## config.mk

```make
export PLATFORM = sky130hd
export DESIGN_NAME = gcn_sched_ctrl
export DESIGN_NICKNAME = d
export VERILOG_FILES = /design/src/rtl/gcn_pkg.sv /design/src/rtl/gcn_idx_counter.sv /design/src/rtl/gcn_sched_ctrl.sv
export SDC_FILE = /design/constraint.sdc
export NUM_CORES = 1
export LEC_CHECK = 0
export BUFFER_PORTS_ARGS = -buffer_cell sky130_fd_sc_hd__buf_2
export CAP_MARGIN = 20
export CORE_MARGIN = 4
export CORE_UTILIZATION = 54
export DETAILED_ROUTE_END_ITERATION = 16
export PLACE_DENSITY = 0.88
export RECOVER_POWER = 100
export SLEW_MARGIN = 30
export SYNTH_ARGS = -nofsm -noshare
export SYNTH_HDL_FRONTEND = slang
export SYNTH_SLANG_ARGS = --single-unit
```

## constraint.sdc

```tcl
create_clock -name clk -period 3.52 [get_ports clk]
set_input_delay 0.704 -clock clk [delete_from_list [all_inputs] [get_ports clk]]
set_output_delay 0.704 -clock clk [all_outputs]
set_load 0.1 [all_outputs]
```

## src/rtl/gcn_pkg.sv

```systemverilog
// Shared types and defaults for the GCN transformation-pass scheduler.
package gcn_pkg;

    typedef enum logic [2:0] {
        IDLE     = 3'd0,
        RD_W     = 3'd1,
        RD_F     = 3'd2,
        WAIT_MAC = 3'd3,
        DONE     = 3'd4
    } sched_state_e;

    localparam int unsigned WEIGHT_BASE_DEF  = 0;
    localparam int unsigned FEATURE_BASE_DEF = 512;
    localparam int unsigned FEATURE_ROWS_DEF = 6;
    localparam int unsigned WEIGHT_COLS_DEF  = 3;

    // Index width for n slots; a single slot still needs one bit of port.
    function automatic int unsigned idx_w(input int unsigned n);
        return (n > 1) ? $clog2(n) : 1;
    endfunction

    localparam int unsigned W_IDX_W_DEF = idx_w(WEIGHT_COLS_DEF);
    localparam int unsigned F_IDX_W_DEF = idx_w(FEATURE_ROWS_DEF);

endpackage

```

## src/rtl/gcn_idx_counter.sv

```systemverilog
// Modulo index counter with synchronous clear, increment and terminal-count flag.
module gcn_idx_counter #(
    parameter int unsigned MODULO = 2,
    parameter int unsigned WIDTH  = 1
) (
    input  logic             clk,
    input  logic             reset,
    input  logic             clr_i,
    input  logic             inc_i,
    output logic [WIDTH-1:0] cnt_o,
    output logic [WIDTH-1:0] cnt_next_c,
    output logic             tc_c
);

    logic [WIDTH-1:0] cnt_q;

    assign tc_c  = (cnt_q == WIDTH'(MODULO - 1));
    assign cnt_o = cnt_q;

    // Wraps at the terminal count so the index never leaves 0..MODULO-1.
    always_comb begin
        cnt_next_c = cnt_q;
        if (clr_i) begin
            cnt_next_c = '0;
        end else if (inc_i) begin
            cnt_next_c = tc_c ? '0 : cnt_q + WIDTH'(1);
        end
    end

    always_ff @(posedge clk or posedge reset) begin
        if (reset) begin
            cnt_q <= '0;
        end else begin
            cnt_q <= cnt_next_c;
        end
    end

endmodule

```

## src/rtl/gcn_sched_ctrl.sv

```systemverilog
// Read scheduler for one GCN transformation pass: weight columns, then feature rows paced by the MAC.
// Optional busy-cycle counter output enabled by defining GCN_SCHED_PERF_EN.
module gcn_sched_ctrl
    import gcn_pkg::*;
#(
    parameter int unsigned FEATURE_ROWS  = FEATURE_ROWS_DEF,
    parameter int unsigned WEIGHT_COLS   = WEIGHT_COLS_DEF,
    parameter int unsigned ADDRESS_WIDTH = 13,
    parameter int unsigned WEIGHT_BASE   = WEIGHT_BASE_DEF,
    parameter int unsigned FEATURE_BASE  = FEATURE_BASE_DEF
) (
    input  logic                            clk,
    input  logic                            reset,
    input  logic                            start,
    input  logic                            mac_done,
    output logic                            enable_read,
    output logic [ADDRESS_WIDTH-1:0]        read_address,
    output logic                            weight_we,
    output logic [idx_w(WEIGHT_COLS)-1:0]   weight_idx,
    output logic                            feat_valid,
    output logic [idx_w(FEATURE_ROWS)-1:0]  feat_idx,
    output logic                            busy,
    output logic                            done
`ifdef GCN_SCHED_PERF_EN
    ,
    output logic [15:0]                     busy_cycles
`endif
);

    localparam int unsigned W_IDX_W = idx_w(WEIGHT_COLS);
    localparam int unsigned F_IDX_W = idx_w(FEATURE_ROWS);

    sched_state_e             state_q, state_d;
    logic [W_IDX_W-1:0]       w_cnt_q, w_cnt_d;
    logic [F_IDX_W-1:0]       f_cnt_q, f_cnt_d;
    logic                     w_tc, f_tc;
    logic                     w_clr, w_inc, f_clr, f_inc;

    logic                     enable_read_q, enable_read_d;
    logic [ADDRESS_WIDTH-1:0] read_address_q, read_address_d;
    logic                     weight_we_q, weight_we_d;
    logic [W_IDX_W-1:0]       weight_idx_q, weight_idx_d;
    logic                     feat_valid_q, feat_valid_d;
    logic [F_IDX_W-1:0]       feat_idx_q, feat_idx_d;
    logic                     busy_q, busy_d;
    logic                     done_q, done_d;

    gcn_idx_counter #(.MODULO(WEIGHT_COLS), .WIDTH(W_IDX_W)) u_w_cnt (
        .clk        (clk),
        .reset      (reset),
        .clr_i      (w_clr),
        .inc_i      (w_inc),
        .cnt_o      (w_cnt_q),
        .cnt_next_c (w_cnt_d),
        .tc_c       (w_tc)
    );

    gcn_idx_counter #(.MODULO(FEATURE_ROWS), .WIDTH(F_IDX_W)) u_f_cnt (
        .clk        (clk),
        .reset      (reset),
        .clr_i      (f_clr),
        .inc_i      (f_inc),
        .cnt_o      (f_cnt_q),
        .cnt_next_c (f_cnt_d),
        .tc_c       (f_tc)
    );

    // Next state and counter control; outputs are then decoded from the next state so they land registered.
    always_comb begin
        state_d = state_q;
        w_clr   = 1'b0;
        w_inc   = 1'b0;
        f_clr   = 1'b0;
        f_inc   = 1'b0;

        unique case (state_q)
            IDLE: begin
                if (start) begin
                    state_d = RD_W;
                    w_clr   = 1'b1;
                    f_clr   = 1'b1;
                end
            end
            RD_W: begin
                w_inc = 1'b1;
                if (w_tc) state_d = RD_F;
            end
            RD_F: state_d = WAIT_MAC;
            WAIT_MAC: begin
                if (mac_done) begin
                    if (f_tc) begin
                        state_d = DONE;
                    end else begin
                        f_inc   = 1'b1;
                        state_d = RD_F;
                    end
                end
            end
            DONE: begin
                if (!start) state_d = IDLE;
            end
            default: state_d = IDLE;
        endcase

        enable_read_d  = (state_d == RD_W) || (state_d == RD_F);
        read_address_d = read_address_q;
        if (state_d == RD_W) begin
            read_address_d = ADDRESS_WIDTH'(WEIGHT_BASE + 32'(w_cnt_d));
        end else if (state_d == RD_F) begin
            read_address_d = ADDRESS_WIDTH'(FEATURE_BASE + 32'(f_cnt_d));
        end

        // Memory returns data one cycle after the read, tagged with the index that was read.
        weight_we_d  = (state_q == RD_W);
        weight_idx_d = weight_we_d ? w_cnt_q : weight_idx_q;
        feat_valid_d = (state_q == RD_F);
        feat_idx_d   = feat_valid_d ? f_cnt_q : feat_idx_q;

        busy_d = (state_d == RD_W) || (state_d == RD_F) || (state_d == WAIT_MAC);
        done_d = (state_d == DONE);
    end

    always_ff @(posedge clk or posedge reset) begin
        if (reset) begin
            state_q        <= IDLE;
            enable_read_q  <= 1'b0;
            read_address_q <= '0;
            weight_we_q    <= 1'b0;
            weight_idx_q   <= '0;
            feat_valid_q   <= 1'b0;
            feat_idx_q     <= '0;
            busy_q         <= 1'b0;
            done_q         <= 1'b0;
        end else begin
            state_q        <= state_d;
            enable_read_q  <= enable_read_d;
            read_address_q <= read_address_d;
            weight_we_q    <= weight_we_d;
            weight_idx_q   <= weight_idx_d;
            feat_valid_q   <= feat_valid_d;
            feat_idx_q     <= feat_idx_d;
            busy_q         <= busy_d;
            done_q         <= done_d;
        end
    end

    assign enable_read  = enable_read_q;
    assign read_address = read_address_q;
    assign weight_we    = weight_we_q;
    assign weight_idx   = weight_idx_q;
    assign feat_valid   = feat_valid_q;
    assign feat_idx     = feat_idx_q;
    assign busy         = busy_q;
    assign done         = done_q;

`ifdef GCN_SCHED_PERF_EN
    logic [15:0] busy_cycles_q, busy_cycles_d;

    // Counts cycles spent busy in the current pass, saturating.
    always_comb begin
        busy_cycles_d = busy_cycles_q;
        if ((state_q == IDLE) && start) begin
            busy_cycles_d = '0;
        end else if (busy_q && (busy_cycles_q != 16'hFFFF)) begin
            busy_cycles_d = busy_cycles_q + 16'd1;
        end
    end

    always_ff @(posedge clk or posedge reset) begin
        if (reset) begin
            busy_cycles_q <= '0;
        end else begin
            busy_cycles_q <= busy_cycles_d;
        end
    end

    assign busy_cycles = busy_cycles_q;
`endif

endmodule

```

==> metrics <==
Avg Cell Area, Syn=10.74 um2; max_cap viols=0; Tmin final=2.264 ns; final setup vio count=0; part of the cycle the worst path needs=64.32%; CTS tree=built; initial core utilization=58.44%; Slew Limit Headroom=21.89%; H-tree Lvls=1; outcome=completed; Hold WC Path Type=reg2reg; count of nets after finishing=119; share of layout cells above drive strength 1=12.28%; drt total wl=1.841 mm; RSZ-0062 raised after global routing=no; r2r setup slk=1.73 ns; dpl cells=135; # DRC=0; Die W=51.70 um; DR vias=725; Worst path max stage delay=0.88 ns; Syn Inst Count=96; Seq cells post-synth=22; IO Port Bufs=17; Cell Rows=15; worst endpoint data arrival time=1.56 ns; cts repair resizes=0; IO Count=27; CP Data Required Time=2.82 ns; largest net degree at the start of global routing=23; slowest CP cell=clkbuf_1; RePlAce Congestion=0.7744; post-CTS setup buffers=0; Synth area leaders=dfrtp_1, buf_4, nand2_1; unique cell type count in the Yosys netlist=32; Layout area overhead=7.645%; Post-CTS Hold Buffers=0; YS warnings=0; clock buffer depth=2; Skew-Pair Late Insertion Delay=0.30 ns; setup total negative slack=0 ns; critical path class=reg2out; clk_skew=0.004183 ns; Detail Placement HPWL=1.343 mm; worst-margin pin slew=1.177 ns; critical path, cell by cell=clkbuf_1; f_max=441.7 MHz; CP Launch Type=flip-flop; Post-synth top cells=dfrtp_1, nand2_1, buf_4; Via-to-Cell Ratio=5.216; WHS=0.5012 ns; Fin. Hold Viols=0; vias in the first global route=722; Yosys top cell area share=53.40%; worst-case reg-to-reg path depth=4; crit-path max FO=2; DIE HEIGHT=51.70 um; GRT Util Overall=16.13%; register area share after synthesis=53.40%; hold depth=1; EDFF count, synth=0; grt ovf=0; async set-reset flop share out of synthesis=100.0%; drt pass-1 iters=4; Wirelength per Cell=13.24 um; synthesized area=1031 um2; CTS clk-pin slew, worst paths=0.12 ns; first-pass GRT wire length=3.174 mm; Setup crit end kind=output pin; DRT iter0 DRCs=15; most common cell in the netlist=dfrtp_1; fin cells=139; ys flop type=dfrtp_1; Crit path depth=1; CTS root buf=clkbuf_4; CTS Buf Count=3; largest area contributor in the netlist=dfrtp_1; Placeable Area=1764 um2; WP buf/inv=1; Final Max Tran Viols=0; Total Die Area=2672 um2; antenna viol nets, final=0; ANT cells=0; final core utilization=62.91%; initial antenna violation count=0; clock sink total=22; Crit path max-delay family=buffers and inverters
-- routing by layer --
layer	global-route usage (%)	vias to the layer above	part of all wire, %
met5	0	-	0
met4	10.48	0	2.6
met3	1.719	4	4.0
met2	27.54	20	50
met1	19.14	346	43
li1	-	355	-
-- cell usage in the layout, fill, tap and decap left out --
cell / instances
dfrtp_1: 22
nand2_1: 14
clkbuf_1: 14
conb_1: 9
inv_1: 4
o211ai_1: 4
mux2_2: 3
nor2_1: 3
o21a_1: 3
nand3b_1: 3
clkbuf_4: 3
buf_2: 3
nor3b_1: 2
nor3_1: 2
o31ai_1: 2
o21ai_0: 2
nand3_1: 2
mux2i_1: 2
nand2b_1: 2
or2_2: 2
and2_1: 1
or4b_1: 1
and4b_1: 1
nand4b_1: 1
a21o_1: 1
a211oi_1: 1
a21oi_1: 1
and2_0: 1
o211a_2: 1
a31oi_1: 1
a221o_1: 1
a21bo_2: 1
clkbuf_8: 1
-- logic make-up (layout without fill, tap and decap cells) --
logic type	after synthesis	count (layout)	synth area share [%]
DFF	22	22	53.40
other	1	9	0.3637
AOI/OAI and AO/OA	18	18	12.99
buffers and inverters	15	25	8.980
muxes	5	5	5.218
and+or+nand+nor	35	35	19.05
-- worst paths after layout --
kind | from | endpoint
min reg2reg | read_address[9] | read_address[9]
max | read_address[1] | read_address[1]
min | read_address[9] | read_address[9]
max in group asynchronous | reset | u_f_cnt.cnt_o[0]
max reg2reg | state_q[0] | read_address[1]
min in group asynchronous | reset | read_address[1]
-- registers in the layout (all words and copies together) (netlist names) --
name           count
read_address       4
feat_idx           3
state_q            3
u_f_cnt.cnt_o      3
u_w_cnt.cnt_o      2
weight_idx         2
busy               1
done               1
enable_read        1
feat_valid         1
weight_we          1
-- layout make-up --
type                            count  area [um2]
Tap cell                           25       31.28
Sequential cell                    22       550.5
Clock buffer                        4       36.28
Timing Repair Buffer               17       67.56
Multi-Input combinational cell     67       409.1
Inverter                            4       15.01
Fill cell                         163       654.4
-- per-stage QoR --
step	instance area [um2]	setup WS [ns]
global placement	1100	1.639
CTS	1136	1.686
detailed placement	1100	1.598
floorplan	1061	1.805
global route	1110	1.207
finish	1110	1.256
Power is not shown: default switching activity piles up to over one toggle a cycle in this logic, so the estimate is an artifact.
